===== config.mk =====
export PLATFORM = sky130hd
export DESIGN_NAME = activation_pack_writer
export DESIGN_NICKNAME = d
export VERILOG_FILES = /design/src/rtl/bna_pkg.sv /design/src/rtl/activation_pack_writer.sv
export SDC_FILE = /design/constraint.sdc
export NUM_CORES = 1
export LEC_CHECK = 0
export ABC_AREA = 0
export BUFFER_PORTS_ARGS = -buffer_cell sky130_fd_sc_hd__buf_2
export CAP_MARGIN = 20
export CORE_AREA = 2 2 99 101
export CTS_BUF_LIST = sky130_fd_sc_hd__clkbuf_16
export DETAILED_ROUTE_END_ITERATION = 16
export DIE_AREA = 0 0 101 103
export PLACE_DENSITY_LB_ADDON = 0.3
export SYNTH_ARGS = -nofsm -noshare
export SYNTH_HDL_FRONTEND = slang
export SYNTH_SLANG_ARGS = --single-unit
export TNS_END_PERCENT = 30

===== constraint.sdc =====
create_clock -name clk -period 1.8 [get_ports clk]
set_input_delay 0.09 -clock clk [delete_from_list [all_inputs] [get_ports clk]]
set_output_delay 0.09 -clock clk [all_outputs]
set_load 0.01 [all_outputs]

===== src/rtl/bna_pkg.sv =====
// bna_pkg -- shared definitions for the activation pack path.
//
// Contents:
//   BNA_LANES         number of activation lanes packed into one buffer word
//   BNA_LANE_IDX_W    width of a lane index (log2 of BNA_LANES)
//   pack_state_t      state encoding of the activation pack writer FSM
//   bna_is_last_lane  helper: true when a lane index addresses the top lane
package bna_pkg;

    localparam int BNA_LANES      = 4;
    localparam int BNA_LANE_IDX_W = 2;

    typedef enum logic [1:0] {
        ST_IDLE = 2'd0,
        ST_PACK = 2'd1,
        ST_DONE = 2'd2
    } pack_state_t;

    function automatic logic bna_is_last_lane(input logic [BNA_LANE_IDX_W-1:0] lane);
        return lane == BNA_LANE_IDX_W'(BNA_LANES - 1);
    endfunction

endpackage


===== src/rtl/activation_pack_writer.sv =====
// activation_pack_writer -- packs a stream of activation beats into 4-lane
// words and writes them to consecutive activation buffer addresses.
//
// A frame begins with start_i in IDLE, which latches base_addr_i. Each accepted
// beat fills the next lane (lane 0 in the low bits). A word is written when
// lane 3 fills or when the beat carrying act_last_i is accepted; any lanes not
// reached are zero. The write strobe, address and data appear one cycle after
// the emitting beat. done_o pulses together with the final write of a frame.
//
// Parameters:
//   DATA_WIDTH         bits per activation lane
//   BUFFER_ADDR_WIDTH  activation buffer address bits
//
// Ports:
//   clk               clock, rising edge
//   rst               synchronous active-high reset
//   start_i           frame start pulse (honoured in IDLE only)
//   base_addr_i       first write address of the frame
//   act_valid_i       activation beat valid
//   act_data_i        activation value
//   act_last_i        final beat of the frame (qualified by act_valid_i)
//   act_ready_o       beat accepted when act_valid_i && act_ready_o
//   buffer_wr_en_o    one-cycle buffer write strobe
//   buffer_wr_addr_o  buffer write address (held between writes)
//   buffer_data_o     packed 4-lane word (held between writes)
//   done_o            one-cycle frame-complete pulse
//   word_count_o      (only with ACT_PACK_WORD_COUNT_EN) saturating count of
//                     words written since the last accepted start
//
// Optional feature macro: ACT_PACK_WORD_COUNT_EN
module activation_pack_writer
    import bna_pkg::*;
#(
    parameter int DATA_WIDTH        = 7,
    parameter int BUFFER_ADDR_WIDTH = 15
) (
    input  logic                            clk,
    input  logic                            rst,
    input  logic                            start_i,
    input  logic [BUFFER_ADDR_WIDTH-1:0]    base_addr_i,
    input  logic                            act_valid_i,
    input  logic [DATA_WIDTH-1:0]           act_data_i,
    input  logic                            act_last_i,
    output logic                            act_ready_o,
    output logic                            buffer_wr_en_o,
    output logic [BUFFER_ADDR_WIDTH-1:0]    buffer_wr_addr_o,
    output logic [DATA_WIDTH*BNA_LANES-1:0] buffer_data_o,
    output logic                            done_o
`ifdef ACT_PACK_WORD_COUNT_EN
    ,
    output logic [BUFFER_ADDR_WIDTH:0]      word_count_o
`endif
);

    localparam int WORD_WIDTH = DATA_WIDTH * BNA_LANES;

    pack_state_t                    state_reg;
    pack_state_t                    state_next;
    logic                           ready_reg;
    logic [BNA_LANE_IDX_W-1:0]      lane_reg;
    logic [BNA_LANE_IDX_W-1:0]      lane_next;
    logic [WORD_WIDTH-1:0]          acc_reg;
    logic [WORD_WIDTH-1:0]          acc_next;
    logic [WORD_WIDTH-1:0]          word_next;
    logic [BUFFER_ADDR_WIDTH-1:0]   ptr_reg;
    logic                           wr_en_reg;
    logic [BUFFER_ADDR_WIDTH-1:0]   wr_addr_reg;
    logic [WORD_WIDTH-1:0]          wr_data_reg;
    logic                           done_reg;

    logic start_accept;
    logic beat_accept;
    logic emit;

    // ready_reg is high exactly while in PACK, so it also gates beats that
    // arrive in any other state.
    assign start_accept = (state_reg == ST_IDLE) && start_i;
    assign beat_accept  = act_valid_i && ready_reg;
    assign emit         = beat_accept && (bna_is_last_lane(lane_reg) || act_last_i);

    // Merge the incoming beat into its lane. The accumulator is cleared at
    // every word boundary, so lanes above the current one are already zero
    // when a short final word is emitted.
    for (genvar gi = 0; gi < BNA_LANES; gi++) begin : g_lane
        assign word_next[gi*DATA_WIDTH +: DATA_WIDTH] =
            (lane_reg == BNA_LANE_IDX_W'(gi)) ? act_data_i
                                               : acc_reg[gi*DATA_WIDTH +: DATA_WIDTH];
    end

    // Next-state logic.
    always_comb begin
        state_next = state_reg;
        case (state_reg)
            ST_IDLE: if (start_i)                   state_next = ST_PACK;
            ST_PACK: if (beat_accept && act_last_i) state_next = ST_DONE;
            ST_DONE:                                state_next = ST_IDLE;
            default:                                state_next = ST_IDLE;
        endcase
    end

    // Lane counter and partial-word accumulator.
    always_comb begin
        lane_next = lane_reg;
        acc_next  = acc_reg;
        if (start_accept || emit) begin
            lane_next = '0;
            acc_next  = '0;
        end else if (beat_accept) begin
            lane_next = lane_reg + 1'b1;
            acc_next  = word_next;
        end
    end

    always_ff @(posedge clk) begin
        if (rst) begin
            state_reg   <= ST_IDLE;
            ready_reg   <= 1'b0;
            lane_reg    <= '0;
            acc_reg     <= '0;
            ptr_reg     <= '0;
            wr_en_reg   <= 1'b0;
            wr_addr_reg <= '0;
            wr_data_reg <= '0;
            done_reg    <= 1'b0;
        end else begin
            state_reg <= state_next;
            ready_reg <= (state_next == ST_PACK);
            lane_reg  <= lane_next;
            acc_reg   <= acc_next;
            wr_en_reg <= emit;
            done_reg  <= emit && act_last_i;

            // Address and data only move on a write, so they stay stable
            // while the strobe is low. The pointer wraps naturally.
            if (emit) begin
                wr_addr_reg <= ptr_reg;
                wr_data_reg <= word_next;
            end

            if (start_accept) begin
                ptr_reg <= base_addr_i;
            end else if (emit) begin
                ptr_reg <= ptr_reg + 1'b1;
            end
        end
    end

    assign act_ready_o      = ready_reg;
    assign buffer_wr_en_o   = wr_en_reg;
    assign buffer_wr_addr_o = wr_addr_reg;
    assign buffer_data_o    = wr_data_reg;
    assign done_o           = done_reg;

`ifdef ACT_PACK_WORD_COUNT_EN
    logic [BUFFER_ADDR_WIDTH:0] count_reg;

    // Counts alongside the write strobe and sticks at all-ones.
    always_ff @(posedge clk) begin
        if (rst) begin
            count_reg <= '0;
        end else if (start_accept) begin
            count_reg <= '0;
        end else if (emit && (count_reg != '1)) begin
            count_reg <= count_reg + 1'b1;
        end
    end

    assign word_count_o = count_reg;
`endif

endmodule


Word-level counts from Yosys, hierarchy flattened. Cells that the tools add are included.

$add $sub $neg: 2. Equality and inequality tests: 5. Mux-type cells: 9. Reductions and logical operators: 11.

Operator list (count): two-way mux 15 bit (2); two-way mux 7 bit (4); adder 15 x 1 -> 15 bit, second input constant (1); == test 2 x 1 -> 1 bit, second input constant (3); logical AND 1 bit (5); == test 2 bit, second input constant (2); zero test 2 bit (2); two-way mux 2 bit (2); one-hot mux 2 bit (2 select lines) (1); adder 2 x 1 -> 2 bit, second input constant (1); logical OR 1 bit (2); nonzero test 2 bit (1); OR reduction 2 bit (1).

Register bits after elaboration: 93. Output and inout bits: 46. Word-level logic and storage cells: 36.

Logic depth before layout (Yosys ltp).
Word-level depth: 5. Depth in mapped cells: 8. Depth with buffers taken out: 5.

Worst setup path before layout. No wires, ideal clock.

Kind: register to register. Start point: register lane_reg[0]. End point: register ptr_reg[11]. Library setup time: 0.091 ns. Arrival: 1.620 ns. Required time: 1.709 ns. Slack: 0.089 ns. Stages on the path, launching flop included: 7. Path through: dfxtp_1 ha_1 buf_6 o2111ai_4 or2_4 or3_1 a311oi_1.

Word-level cells in the longest chain between the ends: 4.

Ends and longest elaborated chain: start, declared (RTL line activation_pack_writer.sv:60) `logic [BNA_LANE_IDX_W-1:0] lane_reg;`; start signal, assigned (RTL line activation_pack_writer.sv:128) `lane_reg <= lane_next;`; == test 2 bit (RTL line bna_pkg.sv:20) `return lane == BNA_LANE_IDX_W'(BNA_LANES - 1);`; logical OR 1 bit (RTL line activation_pack_writer.sv:79) `assign emit = beat_accept && (bna_is_last_lane(lane_reg) || act_last_i);`; logical AND 1 bit (RTL line activation_pack_writer.sv:79); nonzero test 2 bit (no line); end signal, assigned (RTL line activation_pack_writer.sv:141) `ptr_reg <= base_addr_i;`; end signal, assigned (RTL line activation_pack_writer.sv:143) `ptr_reg <= ptr_reg + 1'b1;`; end, declared (RTL line activation_pack_writer.sv:65) `logic [BUFFER_ADDR_WIDTH-1:0] ptr_reg;`.

Every way passes these cells. A chain may end at the register's enable or synchronous reset.

Worst setup path in the final report.
Start point: register lane_reg[0]. End point: register ptr_reg[13].

Same word-level chain as after synthesis.

==> impl_metrics.tcl <==
set metrics [dict create \
    clockBufferDepth 2 \
    cp.required_ps 2050 \
    clock_latency_ps 340 \
    hold_path.class "input port to flip-flop" \
    route.detailed.drc 0 \
    dr.pass1.iters 4 \
    setup_tns_ps 0 \
    worstSetupPathType "flip-flop to flip-flop" \
    synthesis.area_sq_um 3850 \
    powerDensity_nw_per_um2 923 \
    cpPeakStageDelay_ps 340 \
    finalHoldViolCount 0 \
    finalCritPeriodShare_pct 93.7 \
    synth_area_leaders "dfxtp_1, a211oi_1, mux2i_1" \
    utilization_pct 49.3 \
    num_rows 36 \
    yosysTopAreaCellShare_pct 48.3 \
    syn_to_final_growth_pct 21.0 \
    dp_cells 610 \
    cp_slowest_cell "dfxtp_1" \
    io_pins 73 \
    path_delay_family "simple AND/OR/NAND/NOR gates" \
    clk_pin_slew_ps 70 \
    instances_no_fill 625 \
    reg2reg_slack_ps 110 \
    drt_iter0_markers 167 \
    core_area_sq_um 9460 \
    via_per_inst 5.23 \
    clock.fmax_mhz 593 \
    vdd_ir_drop_max_mv 0.372 \
    clock_sink_count 93 \
    ys_async_sr_fraction_pct 0 \
    worstMarginPinSlew_ps 432 \
    grt_start_max_net_pins 37 \
    ys_seq_area_share_pct 48.3 \
    synth_edf_count 0 \
    htree_levels 3 \
    leakagePower_nw 1.74 \
    multiInputGateArea_sq_um 1810 \
    fillerInstances 906 \
    cp_max_fo 5 \
    synth_nets 478 \
    met1_usage_pct 22.7 \
    wl_per_cell_microns 14.8 \
    synthDistinctLibCells 32 \
    maxSlewViolCount 0 \
    timing.slew.headroom_pct 70.9 \
    place.port_buffers 72 \
    vias 3266 \
    start_util_pct 40.7 \
    hpwl_microns 6500 \
    num_antenna_cells 0 \
    cts_tree "built" \
    busiest_layer "met2" \
    fin_skew_ps 8.39 \
    worstPathArrival_ps 1930 \
    antenna_found_initial 0 \
    worst-path-buf-inv 0 \
    maxCapViolations 0 \
    grt_util_all_layers_pct 18.3 \
    synth_warnings 0 \
    syn_inst 446 \
    endpoint_kind "flip-flop" \
    register_area_sq_um 1860 \
    overflow 0 \
    root_buffer "clkbuf_16" \
    cp_cell_sequence "ha_2 > o2111ai_4 > or2_4 > or3_1 > a311oi_1" \
    die_area_sq_um 10400 \
    nets 539 \
    die_h_microns 103 \
    drive_gt1_share_pct 21.9 \
    setup_violations 0 \
    ys_seq_elements 93 \
    status "finished, final reports clean" \
    period_needed_ps 1690 \
    drt_wl_total_microns 9220 \
    yosys_most_used_dff "dfxtp_1" \
    syn_avg_cell_area_sq_um 8.64 \
    ant_nets 0 \
    synth_top_cell_by_area "dfxtp_1" \
    cp-start-kind "flip-flop" \
    grt_pass1_vias 3039 \
    met2_usage_pct 30.4 \
    postCtsHoldBufs 0 \
    numCtsBuffers 9 \
    chipWidth_microns 101 \
    place_congestion 0.789 \
    grt_pass1_wl_microns 14800 \
    grtUsageMet3_pct 4.81 \
    rsz0062_at_grt "false" \
]
==> layer usage <==
metal,wire [microns],part of all wire (%),vias up
li1,-,-,1674
met1,4240,46,1502
met2,4410,48,74
met3,422,4.6,16
met4,143,1.6,0
met5,0,0,-
==> path summary, 6_finish.rpt <==
check	from	endpoint	cells past startpoint
worst min register to register	buffer_wr_addr_o[9]	buffer_wr_addr_o[9]	2
worst min-delay path	base_addr_i[2]	ptr_reg[2]	3
worst max-delay path	lane_reg[0]	ptr_reg[13]	5
worst max register to register	lane_reg[0]	ptr_reg[13]	5
==> what timing repair did <==
action | CTS | global route
endpoints found under the hold margin | 0 | 0
buffers inserted | 0 | 0
setup endpoints to repair | 0 | 3
gates resized for setup | 0 | 2
==> worst register-to-register path: stages (launching register included) <==
cell	delay, ps
dfxtp_1	340
ha_2	220
o2111ai_4	150
or2_4	300
or3_1	310
a311oi_1	270
==> area by class of cell <==
| type | count | share of cell area [%] |
|---|---|---|
| well taps | 114 | 3.06 |
| flip-flops and latches | 93 | 39.9 |
| multi-input cells | 309 | 38.8 |
| clock buffers | 9 | 4.83 |
| repair buffers | 92 | 12.4 |
| clock inverters | 6 | 0.859 |
| inverters | 2 | 0.161 |
==> kinds of logic (layout without fill, tap and decap cells) <==
family | count (synthesis) | after routing | synth area share (%)
AND/OR/NAND/NOR | 169 | 169 | 19.1
XOR/XNOR | 12 | 12 | 2.73
buffers and inverters | 44 | 109 | 4.84
AO/OA/AOI/OAI | 94 | 94 | 15.9
flip-flops | 93 | 93 | 48.3
adder cells (fa/ha/maj) | 5 | 5 | 1.62
multiplexers | 29 | 29 | 7.53
==> cells in the mapped netlist (5+ instances only) <==
cell type  instances
clkbuf_1          19
ha_1               5
buf_2             11
mux2i_1           29
dfxtp_1           93
nor2_1            47
a211oi_1          39
nand2_1           68
nand3_1           34
buf_1             11
a21oi_1           43
xor2_1             8
nand4_1            5
==> where the power goes <==
part           leakage, nW  switching (W)  internal [W]  total, W
Sequential           0.756      0.0000592       0.00213   0.00219
Clock                0.131       0.000785      0.000927   0.00171
Combinational        0.852       0.000237      0.000165  0.000402
==> cells in the final DEF, fill, tap and decap left out, types with 4 or more instances in the layout <==
cell       count
buf_4         14
xnor2_1        4
ha_1           4
buf_2         72
nand4_1        5
nand3_1       34
buf_12         5
xor2_1         8
a21oi_1       43
mux2i_1       29
nor2_1        47
a211oi_1      39
clkbuf_16      9
o21ai_0        4
dfxtp_1       93
nand2_1       68
==> per-stage QoR <==
step                setup WS [ps]  hold WS, ps  total power (W)  cell area (sq um)
CTS                          77.6         35.9          0.00434               4660
finish                        113         37.9          0.00430               4660
floorplan                    89.4          228          0.00247               3850
global route                 36.5         36.9          0.00447               4660
detailed placement            114          395          0.00264               4390
global placement              169          386          0.00262               4390
(Power assumes the default switching activity.)
